--- src/rtl/mem_wb_writeback_pkg.sv ---
// Shared constants and encodings for the MEM/WB writeback stage of the pipelined MIPS core.
package mem_wb_writeback_pkg;

  localparam int CORE_DW       = 32;
  localparam int CORE_RW       = 5;
  localparam int CORE_LINK_REG = 31;

  typedef enum logic [1:0] {
    LS_BYTE = 2'b00,
    LS_HALF = 2'b01,
    LS_WORD = 2'b10
  } load_size_e;

endpackage

--- src/rtl/mem_wb_writeback_load_align.sv ---
// Little-endian load alignment: picks the addressed byte/half/word out of a memory
// word and sign- or zero-extends it to the datapath width.
module mem_wb_writeback_load_align
  import mem_wb_writeback_pkg::*;
#(
  parameter int DW = CORE_DW
) (
  input  logic [DW-1:0] i_mem_rdata,
  input  logic [1:0]    i_off,
  input  logic [1:0]    i_size,
  input  logic          i_unsigned,
  output logic [DW-1:0] o_data
);

  function automatic logic [DW-1:0] ext_byte(input logic [7:0] b, input logic u);
    return {{(DW-8){b[7] & ~u}}, b};
  endfunction

  function automatic logic [DW-1:0] ext_half(input logic [15:0] h, input logic u);
    return {{(DW-16){h[15] & ~u}}, h};
  endfunction

  logic [7:0]  w_byte;
  logic [15:0] w_half;

  // Lane selection and extension; off[0] is ignored for halves (no misalignment trap)
  always_comb begin
    w_byte = 8'h00;
    w_half = 16'h0000;
    o_data = i_mem_rdata;
    case (i_off)
      2'b00:   w_byte = i_mem_rdata[7:0];
      2'b01:   w_byte = i_mem_rdata[15:8];
      2'b10:   w_byte = i_mem_rdata[23:16];
      2'b11:   w_byte = i_mem_rdata[31:24];
      default: w_byte = i_mem_rdata[7:0];
    endcase
    if (i_off[1]) begin
      w_half = i_mem_rdata[31:16];
    end else begin
      w_half = i_mem_rdata[15:0];
    end
    case (i_size)
      LS_BYTE: o_data = ext_byte(w_byte, i_unsigned);
      LS_HALF: o_data = ext_half(w_half, i_unsigned);
      LS_WORD: o_data = i_mem_rdata;
      default: o_data = i_mem_rdata;
    endcase
  end

endmodule

--- src/rtl/mem_wb_writeback.sv ---
// MEM/WB pipeline register: selects and gates the register-file write, bypasses it
// onto the decode read ports, and counts retired instructions.
module mem_wb_writeback
  import mem_wb_writeback_pkg::*;
#(
  parameter int DW       = CORE_DW,
  parameter int RW       = CORE_RW,
  parameter int LINK_REG = CORE_LINK_REG
) (
  input  logic          clk,
  input  logic          rst,
  input  logic          in_valid,
  input  logic [DW-1:0] in_alu_result,
  input  logic [DW-1:0] in_mem_rdata,
  input  logic [DW-1:0] in_pc_plus4,
  input  logic [RW-1:0] in_dest_reg,
  input  logic          in_reg_write,
  input  logic          in_mem_to_reg,
  input  logic          in_link,
  input  logic [1:0]    in_load_size,
  input  logic          in_load_unsigned,
  input  logic          stall,
  input  logic          flush,
  input  logic [RW-1:0] rf_raddr0,
  input  logic [RW-1:0] rf_raddr1,
  input  logic [DW-1:0] rf_rdata0,
  input  logic [DW-1:0] rf_rdata1,
  output logic          wb_reg_write,
  output logic [RW-1:0] wb_write_register,
  output logic [DW-1:0] wb_write_data,
  output logic [DW-1:0] id_rdata0,
  output logic [DW-1:0] id_rdata1,
  output logic [31:0]   retire_count
);

  logic          r_valid;
  logic [DW-1:0] r_alu_result;
  logic [DW-1:0] r_mem_rdata;
  logic [DW-1:0] r_pc_plus4;
  logic [RW-1:0] r_dest_reg;
  logic          r_reg_write;
  logic          r_mem_to_reg;
  logic          r_link;
  logic [1:0]    r_load_size;
  logic          r_load_unsigned;
  logic [31:0]   r_retire_count;

  logic [DW-1:0] w_load_data;
  logic [RW-1:0] w_write_register;
  logic          w_reg_write;

  // Stage register: rst > flush > stall > capture
  always_ff @(posedge clk) begin
    if (rst) begin
      r_valid         <= 1'b0;
      r_alu_result    <= {DW{1'b0}};
      r_mem_rdata     <= {DW{1'b0}};
      r_pc_plus4      <= {DW{1'b0}};
      r_dest_reg      <= {RW{1'b0}};
      r_reg_write     <= 1'b0;
      r_mem_to_reg    <= 1'b0;
      r_link          <= 1'b0;
      r_load_size     <= 2'b00;
      r_load_unsigned <= 1'b0;
    end else if (flush) begin
      r_valid     <= 1'b0;
      r_reg_write <= 1'b0;
    end else if (!stall) begin
      r_valid         <= in_valid;
      r_alu_result    <= in_alu_result;
      r_mem_rdata     <= in_mem_rdata;
      r_pc_plus4      <= in_pc_plus4;
      r_dest_reg      <= in_dest_reg;
      r_reg_write     <= in_reg_write;
      r_mem_to_reg    <= in_mem_to_reg;
      r_link          <= in_link;
      r_load_size     <= in_load_size;
      r_load_unsigned <= in_load_unsigned;
    end
  end

  // The resident instruction retires when it leaves, even if the incoming one is flushed
  always_ff @(posedge clk) begin
    if (rst) begin
      r_retire_count <= 32'h0000_0000;
    end else if (r_valid && !stall) begin
      r_retire_count <= r_retire_count + 32'h0000_0001;
    end
  end

  mem_wb_writeback_load_align #(
    .DW (DW)
  ) u_load_align (
    .i_mem_rdata (r_mem_rdata),
    .i_off       (r_alu_result[1:0]),
    .i_size      (r_load_size),
    .i_unsigned  (r_load_unsigned),
    .o_data      (w_load_data)
  );

  assign w_write_register = r_link ? RW'(LINK_REG) : r_dest_reg;
  assign w_reg_write      = r_valid & r_reg_write & (w_write_register != {RW{1'b0}});

  // Writeback value selection and write-before-read bypass
  always_comb begin
    wb_write_data = r_alu_result;
    id_rdata0     = rf_rdata0;
    id_rdata1     = rf_rdata1;
    if (r_link) begin
      wb_write_data = r_pc_plus4;
    end else if (r_mem_to_reg) begin
      wb_write_data = w_load_data;
    end else begin
      wb_write_data = r_alu_result;
    end
    if (w_reg_write && (rf_raddr0 == w_write_register)) begin
      id_rdata0 = wb_write_data;
    end else begin
      id_rdata0 = rf_rdata0;
    end
    if (w_reg_write && (rf_raddr1 == w_write_register)) begin
      id_rdata1 = wb_write_data;
    end else begin
      id_rdata1 = rf_rdata1;
    end
  end

  assign wb_reg_write      = w_reg_write;
  assign wb_write_register = w_write_register;
  assign retire_count      = r_retire_count;

endmodule

--- config.mk ---
export PLATFORM = sky130hd
export DESIGN_NAME = mem_wb_writeback
export DESIGN_NICKNAME = d
export VERILOG_FILES = /design/src/rtl/mem_wb_writeback_pkg.sv /design/src/rtl/mem_wb_writeback_load_align.sv /design/src/rtl/mem_wb_writeback.sv
export SDC_FILE = /design/constraint.sdc
export NUM_CORES = 1
export LEC_CHECK = 0
export BUFFER_PORTS_ARGS = -buffer_cell sky130_fd_sc_hd__buf_2
export CAP_MARGIN = 20
export CORE_MARGIN = 2
export CORE_UTILIZATION = 40
export CTS_BUF_LIST = sky130_fd_sc_hd__clkbuf_2
export CTS_CLUSTER_DIAMETER = 40
export DETAILED_ROUTE_END_ITERATION = 10
export PLACE_DENSITY_LB_ADDON = 0.05
export SETUP_SLACK_MARGIN = 0.15
export SYNTH_ARGS = -nofsm -noshare
export SYNTH_HDL_FRONTEND = slang
export SYNTH_HIERARCHICAL = 1
export SYNTH_SLANG_ARGS = --single-unit
--- constraint.sdc ---
create_clock -name clk -period 5.5 [get_ports clk]
set_input_delay 0.55 -clock clk [delete_from_list [all_inputs] [get_ports clk]]
set_output_delay 0.55 -clock clk [all_outputs]
set_load 0.01 [all_outputs]
## Word-level counts from Yosys, hierarchy flattened

Cells that the tools add are included.

- Bits in registers: 140
- Bits in latches: 0
- Bits in writable memories: 0
- Bits in read-only memories: 0
- Input port bits: 186
- Output and inout bits: 134
- Logic and storage cells: 42
- Memories kept: 0

- $add $sub $neg: 1
- Multipliers: 0
- Div/mod/pow operators: 0
- Order comparisons: 0
- Equal/unequal tests: 6
- Shift-type cells: 0
- Mux-type cells: 8
- Bitwise operators: 7
- Reduce and logical (&&, ||, !) cells: 9

Operators by type and width:

| cell | count |
|---|---|
| 32-bit 2-to-1 mux | 4 |
| 32-bit case mux with 2 select lines | 1 |
| 32-bit by 1-bit adder with 32-bit output (second input constant) | 1 |
| 8-bit case mux with 4 select lines | 1 |
| 16-bit 2-to-1 mux | 1 |
| 5-bit equality test | 2 |
| 5-bit 2-to-1 mux | 1 |
| 5-bit nonzero test | 1 |
| 1-bit AND | 4 |
| 2-bit by 1-bit equality test with 1-bit output (second input constant) | 2 |
| 2-bit equality test (second input constant) | 2 |
| 2-bit logical NOT | 2 |
| 1-bit logical AND | 3 |
| 1-bit inverter | 3 |
| 2-bit AND reduction | 1 |
| 2-bit OR reduction | 1 |
| 1-bit logical NOT | 1 |

## Longest topological paths before layout

- Depth in word-level cells: 7
- Depth in mapped cells: 10
- Gate-level depth less buffers: 6

## By module

The synthesis kept the hierarchy.

By module, submodules not included:

| module | times used | cells an instance | area an instance (um2) | sequential area each (um2) |
|---|---|---|---|---|
| mem_wb_writeback | 1 | 864 | 6927.9 | 2802.7 |
| mem_wb_writeback_load_align | 1 | 133 | 983.4 | 0.0 |

## Worst setup path before layout

OpenSTA, ideal clock, no wires.

- Kind: register to output
- Start: register r_alu_result[0]
- End: output id_rdata0[12]
- Arrival time: 2.197 ns
- Data required time: 4.950 ns
- Slack: 2.753 ns
- Stages on the path, launching flop included: 9
- Path buffers: 2
- Path through: dfxtp_1 > buf_2 > mux2_2 > a32oi_2 > buf_6 > o221ai_1 > mux2i_1 > o21ai_0 > mux2_1

- Longest elaborated chain between the ends: 7
- Elaborated cells between the ends (all ways): 10
- Classes of those cells: eq/ne (3); mux (5); bitwise (1); reduce/logical (1)

RTL lines:

| element | RTL line | RTL |
|---|---|---|
| start, declared | mem_wb_writeback.sv:37 | `logic [DW-1:0] r_alu_result;` |
| start signal, assigned | mem_wb_writeback.sv:56 | `r_alu_result <= {DW{1'b0}};` |
| start signal, assigned | mem_wb_writeback.sv:70 | `r_alu_result <= in_alu_result;` |
| 2-bit equality test (tied with other cells) | mem_wb_writeback_load_align.sv:31 | `case (i_off)` |
| 8-bit case mux with 4 select lines * | mem_wb_writeback_load_align.sv:31 |  |
| 1-bit AND * | mem_wb_writeback_load_align.sv:16 | `return {{(DW-8){b[7] & ~u}}, b};` |
| 32-bit case mux with 2 select lines * | mem_wb_writeback_load_align.sv:43 | `case (i_size)` |
| via w_load_data[12] | mem_wb_writeback.sv:48 | `logic [DW-1:0] w_load_data;` |
| 32-bit 2-to-1 mux * | mem_wb_writeback.sv:111 | `end else if (r_mem_to_reg) begin` |
| 32-bit 2-to-1 mux * | mem_wb_writeback.sv:109 | `if (r_link) begin` |
| via wb_write_data[12] | mem_wb_writeback.sv:30 | `output logic [DW-1:0] wb_write_data,` |
| 32-bit 2-to-1 mux * | mem_wb_writeback.sv:116 | `if (w_reg_write && (rf_raddr0 == w_write_register)) begin` |
| end, declared | mem_wb_writeback.sv:31 | `output logic [DW-1:0] id_rdata0,` |

The timed path passes the listed nets; every way through them passes the cells marked *.

## Worst setup path after layout

- Start: register r_alu_result[1]
- End: output id_rdata0[10]

- Longest elaborated chain between the ends: 7
- Elaborated cells between the ends (all ways): 11
- Classes of those cells: eq/ne (3); mux (6); bitwise (1); reduce/logical (1)

RTL lines:

| element | RTL line |
|---|---|
| 2-bit equality test (tied with other cells) | mem_wb_writeback_load_align.sv:31 |
| 8-bit case mux with 4 select lines | mem_wb_writeback_load_align.sv:31 |
| 1-bit AND | mem_wb_writeback_load_align.sv:16 |
| 32-bit case mux with 2 select lines * | mem_wb_writeback_load_align.sv:43 |
| via w_load_data[10] | mem_wb_writeback.sv:48 |
| 32-bit 2-to-1 mux * | mem_wb_writeback.sv:111 |
| 32-bit 2-to-1 mux * | mem_wb_writeback.sv:109 |
| 32-bit 2-to-1 mux * | mem_wb_writeback.sv:116 |

Marks and branches as above.

==> results.md <==
- Synth area leaders: dfxtp_1, nand2_1, mux2_1
- Peak supply drop: around 0.15 mV
- Hold Vio Cnt, Final: 0
- Fin. max-slew vios: 0
- Std cell rows: 51
- Utilization after layout: between 50% and 60%
- Post-Synth Adder-Cell Area: less than 1%
- Cell Pwr Density: ~200 mW/mm^2
- Synth top area share: a little over a third
- Final Cycle Share: slightly below 80%
- Critical Path Source Type: register
- CTS tree: yes
- Count of different cell masters after synthesis: between 40 and 50
- Routed vias: about 8400
- Drt pass-1 iters: 5
- Hpwl dp: between 15000 and 20000 um
- Largest stage delay, worst path: slightly above 600 ps
- Status: finished, final reports clean
- Clock sinks: between 100 and 150
- Final #Nets: 1544
- CP bufs+invs: 3
- Port buffer count: about 320
- CP max stage cell: nor2b_1
- Max Cap Viol: 0
- Pre-CTS WS: about 2000 ps
- Mean Syn Cell Area: ~7.9 um^2
- Initial antenna violation count: 2
- Min-Delay Path Class: in -> reg
- Commonest cells after routing, fill and taps aside: buf_2, nand2_1, dfxtp_1
- Via density: between 5 and 6
- Unrepaired setup endpoints after global routing: no
- Synth Instances: between 900 and 1000
- Wire per inst: approximately 17 um
- Vias in the first global route: 7422
- XOR/XNOR share of the synthesized area: under 10%
- Clock skew: 24.4 ps
- Final Worst Setup Slack: between 1000 and 1500 ps
- Clock slew at reported path FFs: about 210 ps
- Antenna Nets Post-Route: 0
- First-pass GRT wire length: a little over 40000 um
- Post-Syn Area: 0.00791 mm^2
- Gpl congestion: 0.839
- Cts repair resizes: 0
- Number of flops mapped to enable cells by yosys: 0
- Residual DRC count: 0
- Synth Area in Simple Gates: between 20% and 30%
- Congestion Overflow GR: 0
- Setup violators final: 0
- Part of the Yosys area used for sequential elements: 35.4%
- Asr flop ratio synth: 0%
- Clk_lat worst skew: 710 ps
- Synth Net Count: roughly 1200
- Most frequent CP cell: buf_4
- Setup bufs post-CTS: 0
- Hold_buf cts: approximately 90
- Synth-to-layout area growth: 36.5%
- Static Leak: between 4 and 5 nW
- CP max FO: 29
- Largest net degree at the start of global routing: approximately 110
- Layout Cells excl Fill: 1638
- Crit path DAT: ~3800 ps
- Top delay family on crit path: compound AO/OA/AOI/OAI gates
- Placed cells: 1503
- Largest family of logic cells by synthesized area: simple AND/OR/NAND/NOR gates
- Post-Route WL: between 20000 and 30000 um
- Critical path class: reg -> out
- Starting density of the core: 40.6%
- DIE AREA: between 0.02 and 0.025 mm^2
- Slew HR: between 20% and 30%
- CTS buffer count: 17
- Initial DRC Count: approximately 490
- Final hold slack: between 90 and 100 ps
- Compound-cell area share of the yosys netlist: 19.0%
- Worst Setup End Kind: output pin
- Ports: 320
- H-tree levels: 4
- Post-synthesis mux area share: between 15 and 20%
- Fillers: 1900
- Ordered cell list for the critical path: buf_4 > nor2b_1 > a32oi_2 > buf_4 > o221ai_1 > mux2i_1 > o21ai_0 > mux2_1 > buf_2
- Clock Tree Root: clkbuf_2
- Dpl cell area: about 0.0095 mm^2
- Yosys warns: 6
- Setup TNS: 0 ps
- F_max: roughly 0.23 GHz
- Power, Total: between 2 and 2.5 mW
- Flip-flop and latch count after synthesis: 140
- Die height: 145 um
- Ratio of cells with drive above 1 in the final layout: between 20% and 30%
- Final Instance Area: 0.0108 mm^2
- Cell accounting for the most synthesized area: dfxtp_1
- Worst slew pin tran: around 1100 ps
- GRT Util Overall: between 20% and 30%
- Most used DFF post-synth: dfxtp_1
- Core area: ~0.019 mm^2
- Critical Path RT: between 4000 and 5000 ps
- Die Width: about 140 um
- Commonest non-fill, non-tap cell in the layout: buf_2
- Fin crit period: 4310 ps
- Max Buffers Root-to-Sink: 2
[power breakdown]
group          leakage (nW)  switching, mW  internal (mW)
Combinational          3.21          0.218          0.208
Sequential             1.14         0.0389           1.05
Clock                 0.155          0.380          0.297
Total                  4.51          0.637           1.56
[cell usage after synthesis, types with 9 or more instances]
cell        n
buf_2      11
dfxtp_1   140
nor3_1      9
o211ai_2   10
o211ai_1   11
or3_1      11
nor2_1     21
or4_1      14
mux2_1     60
buf_6      12
o21ai_0    38
o221ai_1   10
a21oi_1   134
mux2i_1    36
nand2_1   278
o31ai_1    13
nand3_1    10
xor2_1     12
nand4_1     9
nor2b_1    20
clkbuf_1   56
[final timing paths]
| check | start | to | slack, ps | cells past startpoint |
|---|---|---|---|---|
| worst max-delay path | r_alu_result[1] | id_rdata0[10] | 1190 | 9 |
| worst min-delay path | in_alu_result[10] | r_alu_result[10] | 90 | 3 |
| worst max register to register | retire_count[2] | retire_count[22] | 3060 | 4 |
| worst min register to register | r_load_unsigned | r_load_unsigned | 460 | 2 |
[cells by family (layout without fill, tap and decap cells)]
group,count (synthesis),count (layout)
XOR/XNOR,14,14
adder cells (fa/ha/maj),1,1
buffers and inverters,93,466
other,0,3
AO/OA/AOI/OAI,244,244
AND/OR/NAND/NOR,394,394
flip-flops,140,140
multiplexers,111,111
[worst reg2reg max path, delay by kind of cell, from the launching register on]
kind             cells  cell delay (ps)
flip-flops           1              430
multiplexers         1              370
AND/OR/NAND/NOR      3             1580
[metal layers]
metal  vias to the layer above  part of all wire [%]  GRT usage [%]  wire length (um)
met3                        25                   4.9           4.50              1370
met1                      3873                    47           35.6             13100
met4                         0                   1.5           6.39               410
li1                       4210                     -              -                 -
met2                       261                    47           40.8             13100
met5                         -                     0              0                 0
[layout make-up]
cell class | count | area (um^2) | share of cell area (%)
repair buffers | 429 | 2710 | 25.0
well taps | 265 | 332 | 3.07
flip-flops and latches | 140 | 2810 | 26.0
clock inverters | 13 | 174 | 1.61
multi-input cells | 764 | 4660 | 43.2
clock buffers | 19 | 95.1 | 0.881
diodes | 3 | 7.51 | 0.0695
inverters | 5 | 18.8 | 0.174
No activity file was read; power rests on OpenSTA's default activity.
